--- src/rtl/noc_switch_allocator.sv ---
// Switch allocator for a 5-port XY mesh router: XY route, per-output round-robin lock, crossbar selects.
// Optional per-output tail-packet counters (pkt_count) are built when NOC_ALLOC_STATS_EN is defined.
module noc_switch_allocator #(
    parameter int XCOORD  = 2,
    parameter int YCOORD  = 2,
    parameter int COORD_W = 4
) (
    input  logic                 clk,
    input  logic                 reset_n,
    input  logic [4:0]           req_valid,
    input  logic [4:0]           req_head,
    input  logic [4:0]           req_tail,
    input  logic [5*COORD_W-1:0] req_dest_x,
    input  logic [5*COORD_W-1:0] req_dest_y,
    input  logic [4:0]           out_ready,
    output logic [4:0]           in_grant,
    output logic [4:0]           out_valid,
    output logic [14:0]          out_sel,
    output logic [4:0]           out_busy,
`ifdef NOC_ALLOC_STATS_EN
    output logic [5*16-1:0]      pkt_count,
`endif
    output logic                 proto_err
);

    typedef enum logic {IDLE, BUSY} state_t;

    localparam logic [2:0] PORT_N = 3'd0;
    localparam logic [2:0] PORT_S = 3'd1;
    localparam logic [2:0] PORT_E = 3'd2;
    localparam logic [2:0] PORT_W = 3'd3;
    localparam logic [2:0] PORT_L = 3'd4;

    localparam logic [COORD_W-1:0] X_POS = COORD_W'(XCOORD);
    localparam logic [COORD_W-1:0] Y_POS = COORD_W'(YCOORD);

    state_t     state_q [5];
    state_t     state_d [5];
    logic [2:0] owner_q [5];
    logic [2:0] owner_d [5];
    logic [2:0] rr_q    [5];
    logic [2:0] rr_d    [5];
    logic [2:0] route   [5];
    logic [4:0] cand    [5];
    logic [4:0] owns;
    logic [4:0] tail_xfer;

    // First set bit of cand, scanning from ptr upward and wrapping modulo 5.
    function automatic logic [2:0] rr_pick(input logic [4:0] req, input logic [2:0] ptr);
        logic [3:0] idx;
        logic       found;
        rr_pick = 3'd0;
        found   = 1'b0;
        for (int k = 0; k < 5; k++) begin
            idx = {1'b0, ptr} + 4'(k);
            if (idx >= 4'd5)
                idx = idx - 4'd5;
            if (!found && req[idx[2:0]]) begin
                found   = 1'b1;
                rr_pick = idx[2:0];
            end
        end
    endfunction

    always_comb begin
        for (int i = 0; i < 5; i++) begin
            if (req_dest_x[i*COORD_W +: COORD_W] > X_POS)
                route[i] = PORT_E;
            else if (req_dest_x[i*COORD_W +: COORD_W] < X_POS)
                route[i] = PORT_W;
            else if (req_dest_y[i*COORD_W +: COORD_W] > Y_POS)
                route[i] = PORT_N;
            else if (req_dest_y[i*COORD_W +: COORD_W] < Y_POS)
                route[i] = PORT_S;
            else
                route[i] = PORT_L;
        end
    end

    // An input that already holds a lock may not compete for another output.
    always_comb begin
        owns = '0;
        for (int o = 0; o < 5; o++) begin
            if (state_q[o] == BUSY)
                owns[owner_q[o]] = 1'b1;
        end
        for (int o = 0; o < 5; o++) begin
            cand[o] = '0;
            for (int i = 0; i < 5; i++)
                cand[o][i] = req_valid[i] & req_head[i] & ~owns[i] & (route[i] == 3'(o));
        end
    end

    always_ff @(posedge clk or negedge reset_n) begin
        if (!reset_n) begin
            for (int o = 0; o < 5; o++) begin
                state_q[o] <= IDLE;
                owner_q[o] <= 3'd0;
                rr_q[o]    <= 3'd0;
            end
        end else begin
            for (int o = 0; o < 5; o++) begin
                state_q[o] <= state_d[o];
                owner_q[o] <= owner_d[o];
                rr_q[o]    <= rr_d[o];
            end
        end
    end

    always_comb begin
        for (int o = 0; o < 5; o++) begin
            state_d[o] = state_q[o];
            owner_d[o] = owner_q[o];
            rr_d[o]    = rr_q[o];
            case (state_q[o])
                IDLE: begin
                    if (|cand[o]) begin
                        owner_d[o] = rr_pick(cand[o], rr_q[o]);
                        state_d[o] = BUSY;
                    end
                end
                BUSY: begin
                    if (tail_xfer[o]) begin
                        state_d[o] = IDLE;
                        rr_d[o]    = (owner_q[o] == 3'd4) ? 3'd0 : owner_q[o] + 3'd1;
                    end
                end
                default: ;
            endcase
        end
    end

    always_comb begin
        in_grant  = '0;
        out_valid = '0;
        out_sel   = '0;
        out_busy  = '0;
        tail_xfer = '0;
        for (int o = 0; o < 5; o++) begin
            if (state_q[o] == BUSY) begin
                out_busy[o]      = 1'b1;
                out_sel[3*o +: 3] = owner_q[o];
                if (req_valid[owner_q[o]] && out_ready[o]) begin
                    out_valid[o]          = 1'b1;
                    in_grant[owner_q[o]]  = 1'b1;
                    tail_xfer[o]          = req_tail[owner_q[o]];
                end
            end
        end
    end

    // Any non-head flit at an input without a lock is a framing error.
    always_ff @(posedge clk or negedge reset_n) begin
        if (!reset_n)
            proto_err <= 1'b0;
        else if (|(req_valid & ~req_head & ~owns))
            proto_err <= 1'b1;
    end

`ifdef NOC_ALLOC_STATS_EN
    always_ff @(posedge clk or negedge reset_n) begin
        if (!reset_n) begin
            pkt_count <= '0;
        end else begin
            for (int o = 0; o < 5; o++) begin
                if (tail_xfer[o])
                    pkt_count[o*16 +: 16] <= pkt_count[o*16 +: 16] + 16'd1;
            end
        end
    end
`endif

endmodule

--- config.mk ---
export PLATFORM = sky130hd
export DESIGN_NAME = noc_switch_allocator
export DESIGN_NICKNAME = d
export VERILOG_FILES = /design/src/rtl/noc_switch_allocator.sv
export SDC_FILE = /design/constraint.sdc
export NUM_CORES = 1
export LEC_CHECK = 0
export ABC_CLOCK_PERIOD_IN_PS = 5160
export BUFFER_PORTS_ARGS = -buffer_cell sky130_fd_sc_hd__buf_4
export CAP_MARGIN = 20
export CORE_MARGIN = 2
export CORE_UTILIZATION = 42
export DETAILED_ROUTE_END_ITERATION = 10
export GPL_ROUTABILITY_DRIVEN = 0
export PLACE_DENSITY = 0.68
export REMOVE_ABC_BUFFERS = 1
export SETUP_SLACK_MARGIN = 0.05
export SLEW_MARGIN = 20
export SYNTH_ARGS = -nofsm -noshare
export SYNTH_HDL_FRONTEND = slang
export SYNTH_SLANG_ARGS = --single-unit
export TNS_END_PERCENT = 1
--- constraint.sdc ---
create_clock -name clk -period 5.16 [get_ports clk]
set_input_delay 1.032 -clock clk [delete_from_list [all_inputs] [get_ports clk]]
set_output_delay 1.032 -clock clk [all_outputs]
set_load 0.05 [all_outputs]
==> results.py <==
metrics = {
    "critical_path": {
        "worstPathArrival_ns": 4.52,
        "crit_fanout": 19,
        "cpPeakStageDelay_ns": 0.73,
        "cp.required_ns": 5.37,
        "slowest_stage": "dfrtp_1",
        "crit_type": "flop to flop",
        "start_kind": "flop",
        "endpoint_kind": "flop",
        "cp_cell_sequence": "clkinv_1 > ha_1 > inv_1 > o41ai_1 > nor2_1 > mux2_2 > o311ai_2 > or2_1 > or4_4 > nor3b_1 > o31ai_1",
    },
    "drt": {
        "drt_iter0_drc": 1117,
        "drc_errors": 0,
        "num_vias": 8870,
        "wl_per_cell_um": 19.67,
        "viasPerCell": 6.489,
        "ant_nets": 0,
        "wl_um": 26890,
        "drt_first_pass_iters": 6,
    },
    "power": {
        "combPwrFrac_pct": 79.9,
        "p_per_area_nw_per_um2": 678.3,
        "swShare_pct": 59.81,
        "leakagePower_nw": 3.647,
        "power_frac_clock_pct": 5.4,
        "p_int_mw": 2.407,
        "p_sw_mw": 3.582,
        "fin_total_pwr_mw": 5.989,
        "ir_drop_uv": 275.9,
        "seq_power_share_pct": 14.7,
    },
    "floorplan": {
        "start_util_pct": 42.45,
        "dieArea_sq_um": 19890,
        "row_count": 50,
        "io_pins": 93,
        "die_h_um": 141.0,
        "die_w_um": 141.0,
        "core-area_sq_um": 18580,
    },
    "global_routing": {
        "grt_max_degree": 37,
        "grt_pass1_vias": 8029,
        "antenna_found_initial": 0,
        "grt_usage_pct": 26.60,
        "grt_remaining_overflow": 0,
        "grt_pass1_wl_um": 42850,
    },
    "synth": {
        "yosysSeqAreaShare_pct": 11.42,
        "syn-cell-area_sq_um": 7888,
        "syn_avg_cell_area_sq_um": 7.337,
        "ys_types": 99,
        "async_flop_share_pct": 100.0,
        "ys_seq_elements": 36,
        "synth-warning-count": 0,
        "synth-edff-count": 0,
        "synthCells": 1075,
        "ys.flop_type": "dfrtp_1",
    },
    "timing": {
        "post-route-period-util_pct": 83.69,
        "clock_skew_ns": 0.01565,
        "fmax_mhz": 231.6,
        "period_needed_ns": 4.318,
        "maxSlewHeadroom_pct": 31.67,
        "tightest_slew_ns": 1.019,
        "setup_viol": 0,
        "rsz0062_at_grt": "false",
        "hold_viol": 0,
        "slew_viol_final": 0,
        "fin_tns_setup_ns": 0,
    },
    "run": {
        "drv_cap": 0,
    },
    "layout": {
        "fin_nets": 1247,
        "final_util_pct": 47.52,
        "multi_input_area_sq_um": 6521,
        "syn_to_final_growth_pct": 11.93,
        "final_common_cell": "nor2_1",
        "regArea_sq_um": 900.9,
        "final_cell_mix": "nor2_1, buf_4, nand2_1, inv_1, a21oi_1",
        "drive_gt1_share_pct": 14.47,
        "num-fill-cells": 1873,
        "n_antenna_cell": 0,
    },
    "cts": {
        "cts-root-buf": "clkbuf_16",
        "cts_max_level": 2,
        "worst_skew_pair.late_latency_ns": 0.31,
        "cts.sinks": 36,
        "post_cts_resized": 0,
        "cts-hold-fix-buffers": 0,
        "clock_path_buffers": 2,
        "cts.reportedPaths.clkPinSlew_ns": 0.07,
        "cts_made_buffers": 5,
        "cts_tree": "done",
        "post-cts-setup-buffers": 0,
    },
    "min_path": {
        "hold_class": "flop to flop",
    },
    "place": {
        "hpwl_um": 20880,
        "port-buffer-count": 92,
    },
    "outcome": {
        "status": "completed",
    },
}
critical path, delay by kind of cell, from the launching register on:
family                   cells  cell delay, ns
AND/OR/NAND/NOR              4            1.21
buffers and inverters        2            0.54
adder cells (fa/ha/maj)      1            0.52
multiplexers                 1            0.27
AO/OA/AOI/OAI                3            0.94
flip-flops                   1            0.73
path summary, 6_finish.rpt:
path / startpoint / to / slack (ns) / cells after the start
worst min-delay path: proto_err$_DFFE_PN0P_ / proto_err$_DFFE_PN0P_ / 0.58 / 1
worst max register to register: rr_q[3]$_DFFE_PN0P_ / owner_q[3]$_DFFE_PN0P_ / 0.84 / 11
worst min register to register: proto_err$_DFFE_PN0P_ / proto_err$_DFFE_PN0P_ / 0.58 / 1
worst max-delay path: rr_q[3]$_DFFE_PN0P_ / owner_q[3]$_DFFE_PN0P_ / 0.84 / 11
max in group asynchronous: reset_n / owner_q[3]$_DFFE_PN0P_ / 4.05 / 1
min in group asynchronous: reset_n / rr_q[13]$_DFFE_PN0P_ / 0.72 / 1
Yosys cell counts (all sizes together), types with 5 or more instances:
cell,count,share of area (%)
nor2,103,4.9
nand2,70,3.3
inv,66,3.1
a21oi,63,4.0
o21ai,53,3.4
ha,48,7.6
nand3,48,3.0
mux2i,46,5.8
nor3,38,2.5
dfrtp,36,11
nand2b,28,2.2
clkbuf,25,1.2
nor4,25,2.1
or3,23,1.9
xnor2,22,2.4
buf,19,1.4
o22ai,19,1.5
o31ai,19,1.9
nand4,17,1.5
or4b,16,2.1
a21o,15,1.4
a31oi,15,1.2
and3,15,1.2
nor4b,15,1.7
or2,14,1.1
a211oi,13,1.2
nor2b,13,1.0
and2,12,0.95
mux2,11,1.6
nand3b,9,0.86
o211ai,9,0.86
o32ai,9,1.2
o311ai,8,0.98
a211o,7,0.78
o21a,7,0.67
or4,7,0.76
mux4,6,1.7
nand4b,6,0.67
nor3b,6,0.57
a21boi,5,0.48
a22oi,5,0.48
fa,5,1.3
nand4bb,5,0.71
routing by layer:
layer  GRT usage, %  share of wire, %  vias to the layer above
met2          41.77                44                      452
li1               -                 -                     4216
met1          37.58                44                     4155
met3          4.755               9.2                       47
met5              0                 0                        -
met4          7.263               2.5                        0
power by group through the flow:
stage,clock network [mW],logic [mW],registers (mW)
final,0.325,4.78,0.881
after global routing,0.337,5.27,0.917
after CTS,0.328,4.70,0.860
after detailed placement,0,4.67,0.867
after global placement,0,4.64,0.864
after floorplan,0,3.62,0.753
flip-flops by register name, indices dropped and copies added (netlist names):
| register | cells |
|---|---|
| owner_q | 15 |
| proto_err | 1 |
| rr_q | 15 |
| state_q | 5 |
cell families after synthesis:
kind of cell    count (synthesis)  share of synthesized area, %
xor+xnor                       24                         2.665
compound gates                299                         26.57
fa+ha+maj                      53                         8.883
simple gates                  487                         35.44
buf+inv                       113                         5.901
flops                          36                         11.42
mux                            63                         9.121
cell type report:
cell class / instances / area share [%]
well taps: 234 / 3.316
clock inverters: 3 / 0.2693
repair buffers: 94 / 7.993
multi-input cells: 926 / 73.87
flip-flops and latches: 36 / 10.20
inverters: 69 / 2.934
clock buffers: 5 / 1.417
metrics by stage:
step	std cells	setup slack [ns]	hold WS [ns]	instance area, sq um
global placement	1359	0.8921	0.5590	8680
CTS	1367	0.8911	0.5726	8828
finish	1367	0.8415	0.5769	8828
global route	1367	0.4360	0.6296	8828
detailed placement	1359	0.7306	0.5523	8680
floorplan	1031	1.008	0.6422	7681
Power figures use the tool's default switching activity.
